[src/rtl/seg_scan_display_if.sv]
// seg_scan_display_if
//   Groups the scan driver's control and display signals.
//   Parameters must match the NUM_DIGITS / DATA_WIDTH of the attached driver.
//   enable     : scan enable; low freezes the scan and blanks the display
//   value      : value to display, nibble i on digit i
//   seg        : segments, seg[0]=a .. seg[6]=g
//   digit_en   : one-hot digit select
//   frame_tick : one-cycle pulse when the digit index wraps
//   master : the side driving enable/value (CPU counter / testbench)
//   slave  : the display driver
interface seg_scan_display_if #(
  parameter int NUM_DIGITS = 4,
  parameter int DATA_WIDTH = 32
);
  logic                  enable;
  logic [DATA_WIDTH-1:0] value;
  logic [6:0]            seg;
  logic [NUM_DIGITS-1:0] digit_en;
  logic                  frame_tick;

  modport master (
    output enable, value,
    input  seg, digit_en, frame_tick
  );

  modport slave (
    input  enable, value,
    output seg, digit_en, frame_tick
  );
endinterface

[src/rtl/seg_scan_display.sv]
// seg_scan_display
//   Time-multiplexed multi-digit hex seven-segment driver. Each digit slot
//   lasts REFRESH_DIV cycles, the first BLANK_CYCLES of which keep every
//   digit off to avoid ghosting. The displayed value is snapshotted once per
//   frame so a value changing mid-frame never tears.
// Ports:
//   clk   : clock
//   reset : synchronous, active-low reset
//   bus   : seg_scan_display_if.slave (enable, value, seg, digit_en, frame_tick)
// Optional feature:
//   SEG_SCAN_LEADING_ZERO_BLANK_EN - when defined, leading zero digits
//   (above digit 0) show no segments; digit_en timing is unaffected.
module seg_scan_display #(
  parameter int NUM_DIGITS       = 4,
  parameter int DATA_WIDTH       = 32,
  parameter int REFRESH_DIV      = 1024,
  parameter int BLANK_CYCLES     = 16,
  parameter int SEG_ACTIVE_LOW   = 0,
  parameter int DIGIT_ACTIVE_LOW = 0
) (
  input  logic             clk,
  input  logic             reset,
  seg_scan_display_if.slave bus
);

  if (NUM_DIGITS < 1 || NUM_DIGITS > 8) begin : g_bad_num_digits
    $error("seg_scan_display: NUM_DIGITS must be 1..8");
  end
  if (DATA_WIDTH < 4 * NUM_DIGITS) begin : g_bad_data_width
    $error("seg_scan_display: DATA_WIDTH must be >= 4*NUM_DIGITS");
  end
  if (BLANK_CYCLES < 1) begin : g_bad_blank
    $error("seg_scan_display: BLANK_CYCLES must be >= 1");
  end
  if (REFRESH_DIV < BLANK_CYCLES + 2) begin : g_bad_refresh
    $error("seg_scan_display: REFRESH_DIV must be >= BLANK_CYCLES+2");
  end

  localparam int SW = 4 * NUM_DIGITS;
  localparam int PW = $clog2(REFRESH_DIV);
  localparam int IW = (NUM_DIGITS > 1) ? $clog2(NUM_DIGITS) : 1;

  localparam logic [PW-1:0] PRESC_MAX = PW'(REFRESH_DIV - 1);
  localparam logic [PW-1:0] BLANK_END = PW'(BLANK_CYCLES);
  localparam logic [IW-1:0] IDX_MAX   = IW'(NUM_DIGITS - 1);

  localparam logic [6:0]            SEG_INV = (SEG_ACTIVE_LOW != 0) ? 7'h7F : 7'h00;
  localparam logic [NUM_DIGITS-1:0] DIG_INV = (DIGIT_ACTIVE_LOW != 0) ? '1 : '0;
  localparam logic [NUM_DIGITS-1:0] DIG_ONE = NUM_DIGITS'(1);

  logic [PW-1:0]         presc;
  logic [IW-1:0]         idx;
  logic [SW-1:0]         snap;
  logic                  frame_tick_q;
  logic [6:0]            seg_q;
  logic [NUM_DIGITS-1:0] digit_en_q;

  logic                  frame_start;
  logic                  slot_end;
  logic [SW-1:0]         snap_shifted;
  logic [3:0]            nib;
  logic [6:0]            seg_raw;
  logic [NUM_DIGITS-1:0] dig_raw;
  logic                  unused_value_bits;

  // Only the low 4*NUM_DIGITS bits of value are displayed.
  assign unused_value_bits = ^bus.value;

  function automatic logic [6:0] decode(input logic [3:0] n);
    logic [6:0] s;
    s = '0;
    case (n)
      4'h0: s = 7'h3F;
      4'h1: s = 7'h06;
      4'h2: s = 7'h5B;
      4'h3: s = 7'h4F;
      4'h4: s = 7'h66;
      4'h5: s = 7'h6D;
      4'h6: s = 7'h7D;
      4'h7: s = 7'h07;
      4'h8: s = 7'h7F;
      4'h9: s = 7'h6F;
      4'hA: s = 7'h77;
      4'hB: s = 7'h7C;
      4'hC: s = 7'h39;
      4'hD: s = 7'h5E;
      4'hE: s = 7'h79;
      4'hF: s = 7'h71;
      default: s = '0;
    endcase
    return s;
  endfunction

  assign frame_start  = bus.enable && (idx == '0) && (presc == '0);
  assign slot_end     = (presc == PRESC_MAX);
  // Shifting the snapshot down by 4*idx puts the current nibble at [3:0]
  // and leaves only this digit and the higher ones in the word.
  assign snap_shifted = snap >> {idx, 2'b00};
  assign nib          = snap_shifted[3:0];

  always_comb begin
    seg_raw = '0;
    dig_raw = '0;
    if (bus.enable && (presc >= BLANK_END)) begin
      dig_raw = DIG_ONE << idx;
      seg_raw = decode(nib);
`ifdef SEG_SCAN_LEADING_ZERO_BLANK_EN
      if ((idx != '0) && (snap_shifted == '0)) begin
        seg_raw = '0;
      end
`endif
    end
  end

  always_ff @(posedge clk) begin
    if (!reset) begin
      presc        <= '0;
      idx          <= '0;
      snap         <= '0;
      frame_tick_q <= 1'b0;
      seg_q        <= SEG_INV;
      digit_en_q   <= DIG_INV;
    end else begin
      frame_tick_q <= 1'b0;
      if (bus.enable) begin
        if (slot_end) begin
          presc        <= '0;
          idx          <= (idx == IDX_MAX) ? '0 : idx + IW'(1);
          frame_tick_q <= (idx == IDX_MAX);
        end else begin
          presc <= presc + PW'(1);
        end
        if (frame_start) begin
          snap <= bus.value[SW-1:0];
        end
      end
      seg_q      <= seg_raw ^ SEG_INV;
      digit_en_q <= dig_raw ^ DIG_INV;
    end
  end

  assign bus.seg        = seg_q;
  assign bus.digit_en   = digit_en_q;
  assign bus.frame_tick = frame_tick_q;

endmodule

[src/flat_wrapper.sv]
// flat-port wrapper written by rule: the top's interface ports become plain ports
module seg_scan_display_flat 
#(
  parameter int NUM_DIGITS       = 4,
  parameter int DATA_WIDTH       = 32,
  parameter int REFRESH_DIV      = 1024,
  parameter int BLANK_CYCLES     = 16,
  parameter int SEG_ACTIVE_LOW   = 0,
  parameter int DIGIT_ACTIVE_LOW = 0
)
  (clk, reset, bus_enable, bus_value, bus_seg, bus_digit_en, bus_frame_tick);
  seg_scan_display_if #(.NUM_DIGITS(NUM_DIGITS), .DATA_WIDTH(DATA_WIDTH)) bus_i ();
  input  logic clk;
  input  logic reset;
  input wire logic [$bits(bus_i.enable)-1:0] bus_enable;
  input wire logic [$bits(bus_i.value)-1:0] bus_value;
  output wire logic [$bits(bus_i.seg)-1:0] bus_seg;
  output wire logic [$bits(bus_i.digit_en)-1:0] bus_digit_en;
  output wire logic [$bits(bus_i.frame_tick)-1:0] bus_frame_tick;
  assign bus_i.enable = bus_enable;
  assign bus_i.value = bus_value;
  assign bus_seg = bus_i.seg;
  assign bus_digit_en = bus_i.digit_en;
  assign bus_frame_tick = bus_i.frame_tick;
  seg_scan_display #(.NUM_DIGITS(NUM_DIGITS), .DATA_WIDTH(DATA_WIDTH), .REFRESH_DIV(REFRESH_DIV), .BLANK_CYCLES(BLANK_CYCLES), .SEG_ACTIVE_LOW(SEG_ACTIVE_LOW), .DIGIT_ACTIVE_LOW(DIGIT_ACTIVE_LOW)) u_core (.clk(clk), .reset(reset), .bus(bus_i));
endmodule
[config.mk]
export PLATFORM = sky130hd
export DESIGN_NAME = seg_scan_display_flat
export DESIGN_NICKNAME = d
export VERILOG_FILES = /design/src/rtl/seg_scan_display_if.sv /design/src/rtl/seg_scan_display.sv /design/src/flat_wrapper.sv
export SDC_FILE = /design/constraint.sdc
export NUM_CORES = 1
export LEC_CHECK = 0
export BUFFER_PORTS_ARGS = -buffer_cell sky130_fd_sc_hd__buf_2
export CAP_MARGIN = 5
export CORE_ASPECT_RATIO = 1.4
export CORE_MARGIN = 2
export CORE_UTILIZATION = 42
export CTS_CLUSTER_SIZE = 24
export DETAILED_ROUTE_END_ITERATION = 10
export GPL_ROUTABILITY_DRIVEN = 0
export PLACE_DENSITY_LB_ADDON = 0.3
export SETUP_SLACK_MARGIN = 0.05
export SLEW_MARGIN = 0
export SYNTH_ARGS = -nofsm -noshare
export SYNTH_HDL_FRONTEND = slang
export SYNTH_SLANG_ARGS = --single-unit
[constraint.sdc]
create_clock -name clk -period 5.3 [get_ports clk]
set_clock_uncertainty 0.1 [all_clocks]
set_input_delay 0.795 -clock clk [delete_from_list [all_inputs] [get_ports clk]]
set_output_delay 0.795 -clock clk [all_outputs]
set_load 0.02 [all_outputs]
# Yosys cells after proc, flatten, opt, wreduce, memory -nomap -nowiden
# Memories as Yosys holds them, arrays and structs flattened. A register that Yosys moved wholly into a read port is not among the register bits.
# Index checks and enable logic that the tools add are counted.
[totals]
ff_bits = 33
latchBits = 0
ram_bits = 0
romBits = 112
input_bits = 35
output_inout_bits = 12
elab_cells = 25
memories = 1
[op_classes]
addsub = 2
mul = 0
div = 0
magnitude_cmp = 1
n_eq_ne = 2
shifts = 2
mux = 2
bitwise = 0
reduce_logical = 10
[memory_table]
columns = ["name", "words", "width", "read_ports", "rd_clocked_by_memory_dff", "wr", "line_no", "source"]
rows = [
  ["(name not given)", 16, 7, 1, 1, 0, "seg_scan_display.sv:72", "case (n)"],
]
[op_table]
columns = ["operator", "count"]
rows = [
  [">> shifter 16 x 4 -> 4 bit", 1],
  ["adder 10 x 1 -> 10 bit, second input constant", 1],
  ["equality test 10 bit, second input constant", 1],
  ["greater-or-equal comparator 10 x 5 -> 1 bit, second input constant", 1],
  ["zero test 10 bit", 1],
  ["two-way mux 10 bit", 1],
  ["AND reduction 2 bit", 3],
  ["left shift 1 x 2 -> 4 bit, first input constant", 1],
  ["logical AND 1 bit", 3],
  ["AND reduction 3 bit", 1],
  ["adder 2 x 1 -> 2 bit, second input constant", 1],
  ["equality test 2 bit, second input constant", 1],
  ["zero test 2 bit", 1],
  ["two-way mux 2 bit", 1],
  ["zero test 1 bit", 1],
]

# Logic depth before layout (Yosys ltp)
[depth]
word_depth = 4
mapped_depth = 8
ltp_nobuf = 6

# Least setup slack after synthesis
# OpenSTA, ideal clock, no wires.
[synth_path]
path_kind = "flip-flop to flip-flop"
from = "register u_core.idx[0]"
to = "register u_core.seg_q[0] (netlist: u_core.bus.seg[0])"
setup_ps = 66
arrival_time_ps = 1890
t_required_ps = 5134
setup_slack_ps = 3244
stages_incl_launch_ff = 7
path_buffers = 1
period_less_slack_ps = 2056
cell_sequence = "dfxtp_1 -> buf_6 -> mux4_1 -> ha_1 -> or3b_1 -> o221a_1 -> nor2_1"
[synth_via]
elab_chain_len = 1
[synth_rtl]
columns = ["element", "line_no", "source"]
rows = [
  ["start, declared", "seg_scan_display.sv:52", "logic [IW-1:0] idx;"],
  ["start signal, assigned", "seg_scan_display.sv:128", "idx <= (idx == IDX_MAX) ? '0 : idx + IW'(1);"],
  [">> shifter 16 x 4 -> 4 bit", "seg_scan_display.sv:98", "assign snap_shifted = snap >> {idx, 2'b00};"],
  ["end, declared", "seg_scan_display.sv:55", "logic [6:0] seg_q;"],
]
# No other way between the ends.
# A chain may end at the register's enable or synchronous reset.

# Final worst setup path
# Same ends and word-level chain as after synthesis.

==> results.sh <==
export IMPL_max_freq_mhz=426
export IMPL_grt_usage_pct=14.7
export IMPL_wl_per_cell_um=11.7
export IMPL_port_buffers=30
export IMPL_grt_pass1_vias=1309
export IMPL_antenna_left=0
export IMPL_critical_path_startpoint="u_core.idx[0]$_SDFFE_PN0P_"
export IMPL_die_width_um=61.3
export IMPL_synth_edff_count=0
export IMPL_fin_crit_sh_pct=44.3
export IMPL_dp_slack_ps=2760
export IMPL_grt_max_degree=27
export IMPL_die_height_um=84.2
export IMPL_io_pins=47
export IMPL_clk_latency_ps=290
export IMPL_drcViolationCount=0
export IMPL_ys_flop_type="dfxtp_1"
export IMPL_cp_max_fo=10
export IMPL_cellLeakagePower_uw=0.000982
export IMPL_cts_made_buffers=5
export IMPL_place_area_um2=2100
export IMPL_powerDensity_nw_per_um2=266
export IMPL_final_common_cell="dfxtp_1"
export IMPL_grt_pass1_wl_mm=5.67
export IMPL_intPower_uw=445
export IMPL_slew_viol_final=0
export IMPL_seqPwrFrac_pct=54.1
export IMPL_criticalPathCategory="reg -> reg"
export IMPL_crit_buf_inv=0
export IMPL_crit_family="multiplexers"
export IMPL_vias=1368
export IMPL_syn_to_final_growth_pct=13.6
export IMPL_vdd_ir_drop_worst_v=0.000143
export IMPL_avgSynthCellArea_um2=10.2
export IMPL_finalSetupTns_ps=0
export IMPL_numClockSinks=40
export IMPL_maxCapViolCount=0
export IMPL_hold_viol=0
export IMPL_slew_headroom_pct=52.8
export IMPL_clockBufferDepth=2
export IMPL_drt_iter0_drc=44
export IMPL_dp_hpwl_mm=2.38
export IMPL_whs_ps=419
export IMPL_synth_largest_area_cell="dfxtp_1"
export IMPL_clockPowerShare_pct=34.9
export IMPL_syn_inst=189
export IMPL_clkTransAtPathRegs_ps=70
export IMPL_synthTopCellsByArea="dfxtp_1 (42%), mux2i_1 (9.3%), ha_1 (7.1%), nor2b_1 (5.8%), a221oi_2 (3.1%)"
export IMPL_fp_row_count=29
export IMPL_slowest_delay_ps=710
export IMPL_yosysWarnings=0
export IMPL_crit_arrival_ps=2470
export IMPL_tightest_slew_ps=706
export IMPL_p_sw_uw=138
export IMPL_min_path_type="reg -> reg"
export IMPL_timing_rr_start="u_core.idx[0]$_SDFFE_PN0P_"
export IMPL_final_layout_size_suffix_gt1_share_pct=21.6
export IMPL_endpoint_kind="flop"
export IMPL_fin_crit_ps=2350
export IMPL_cts_tree="yes"
export IMPL_antenna_found_initial=0
export IMPL_grt_overflow_total=0
export IMPL_cpMaxStageDelayCell="mux4_1"
export IMPL_rsz0062_at_grt="no"
export IMPL_clock_root_buffer="clkbuf_8"
export IMPL_cts_setup_buffers=0
export IMPL_die_area_um2=5160
export IMPL_p_comb_share_pct=11.0
export IMPL_cts_hold_buf=0
export IMPL_synth_seq_cells=40
export IMPL_cp_start_kind="flop"
export IMPL_fin_area_um2=2190
export IMPL_core_area_um2=4460
export IMPL_fillers=431
export IMPL_n_antenna_cell=0
export IMPL_synth_seq_area_share_pct=41.5
export IMPL_syn_nets=235
export IMPL_required_ps=5420
export IMPL_layout_common_cells="dfxtp_1 (40), buf_2 (30), mux2i_1 (18), nor2b_1 (18), nor2_1 (13)"
export IMPL_fin_nets=263
export IMPL_synth_distinct_cells=36
export IMPL_worstHoldStart="u_core.snap[13]$_SDFFE_PN0P_"
export IMPL_async_reset_ff_share_pct=0
export IMPL_fin_ws_ps=2950
export IMPL_cp_cell_sequence="mux4_1 > ha_1 > or3b_1 > o221a_1 > nor2_1"
export IMPL_outcome="complete, no violations"
export IMPL_htree_levels=2
export IMPL_start_util_pct=43.2
export IMPL_setup_viol=0
export IMPL_synth_area_um2=1930
export IMPL_p_sw_share_pct=23.6
export IMPL_routed_wl_mm=3.28
export IMPL_post_cts_resize_count=0
export IMPL_firstDrtPassIters=4
export IMPL_yosys_area_top_type_share_pct=41.5
export IMPL_avgViaCountPerCell=4.89
-- Yosys cell counts (3+ instances only) --
master and n:
buf_6 3, nand2b_1 3, inv_1 10, dfxtp_1 40
ha_1 11, clkbuf_1 5, nor2b_1 18, xnor2_1 4
nor3_1 8, nor2_1 13, mux2i_1 18, a221oi_2 4
xor2_1 4, nand2_1 9, a21boi_0 3, nand3_1 9
-- kinds of logic after synthesis --
group           Yosys count  share of synthesized area, %
flops                    40                          41.5
simple gates             73                          21.0
fa+ha+maj                11                          7.14
mux                      22                          14.4
buf+inv                  19                          4.93
compound gates           16                          7.40
xor+xnor                  8                          3.63
-- power groups by stage --
stage	combinational, uW	sequential [uW]	clock [uW]
after floorplan	51.7	321	0
after global placement	63.8	322	0
after detailed placement	64.9	322	0
after CTS	65.2	315	215
after global routing	72.4	317	227
final	64.2	315	203
-- layer usage --
layer	share of wire [%]	up-vias	global-route usage [%]
li1	-	707	-
met3	4.0	6	3.70
met5	0	-	0
met4	2.5	0	7.71
met2	49	28	23.5
met1	44	627	17.5
-- through the flow --
step                power, uW  std cells  util, %
finish                    583        280     49.1
CTS                       595        280     49.1
detailed placement        387        272     47.0
global placement          386        272     47.0
global route              616        280     49.1
floorplan                 372        189        -
-- path summary, 6_finish.rpt --
check,depth (start not counted),slack (ps),endpoint
setup / recovery,5,2950,u_core.bus.seg[0]$_SDFF_PN0_
hold / removal,2,420,u_core.snap[13]$_SDFFE_PN0P_
setup reg to reg,5,2950,u_core.bus.seg[0]$_SDFF_PN0_
hold reg to reg,2,420,u_core.snap[13]$_SDFFE_PN0P_
-- sequential cells by signal (all words and copies together) (netlist names) --
name / cells
u_core.bus.digit_en: 4
u_core.snap: 16
u_core.bus.frame_tick: 1
u_core.idx: 2
u_core.presc: 10
u_core.bus.seg: 7
-- final cells by class --
type,count,area [um^2],share of cell area (%)
Tap cell,62,77.6,3.54
Sequential cell,40,801,36.6
Clock buffer,6,82.6,3.77
Timing Repair Buffer,30,150,6.85
Multi-Input combinational cell,130,1030,47.1
Inverter,10,37.5,1.71
Clock inverter,2,10.0,0.457
-- tightest hold or removal path, stage by stage (launching register included) --
cell	delay, ps
dfxtp_1	330
mux2i_1	70
nor2b_1	90
No activity file was read; power rests on OpenSTA's default activity.
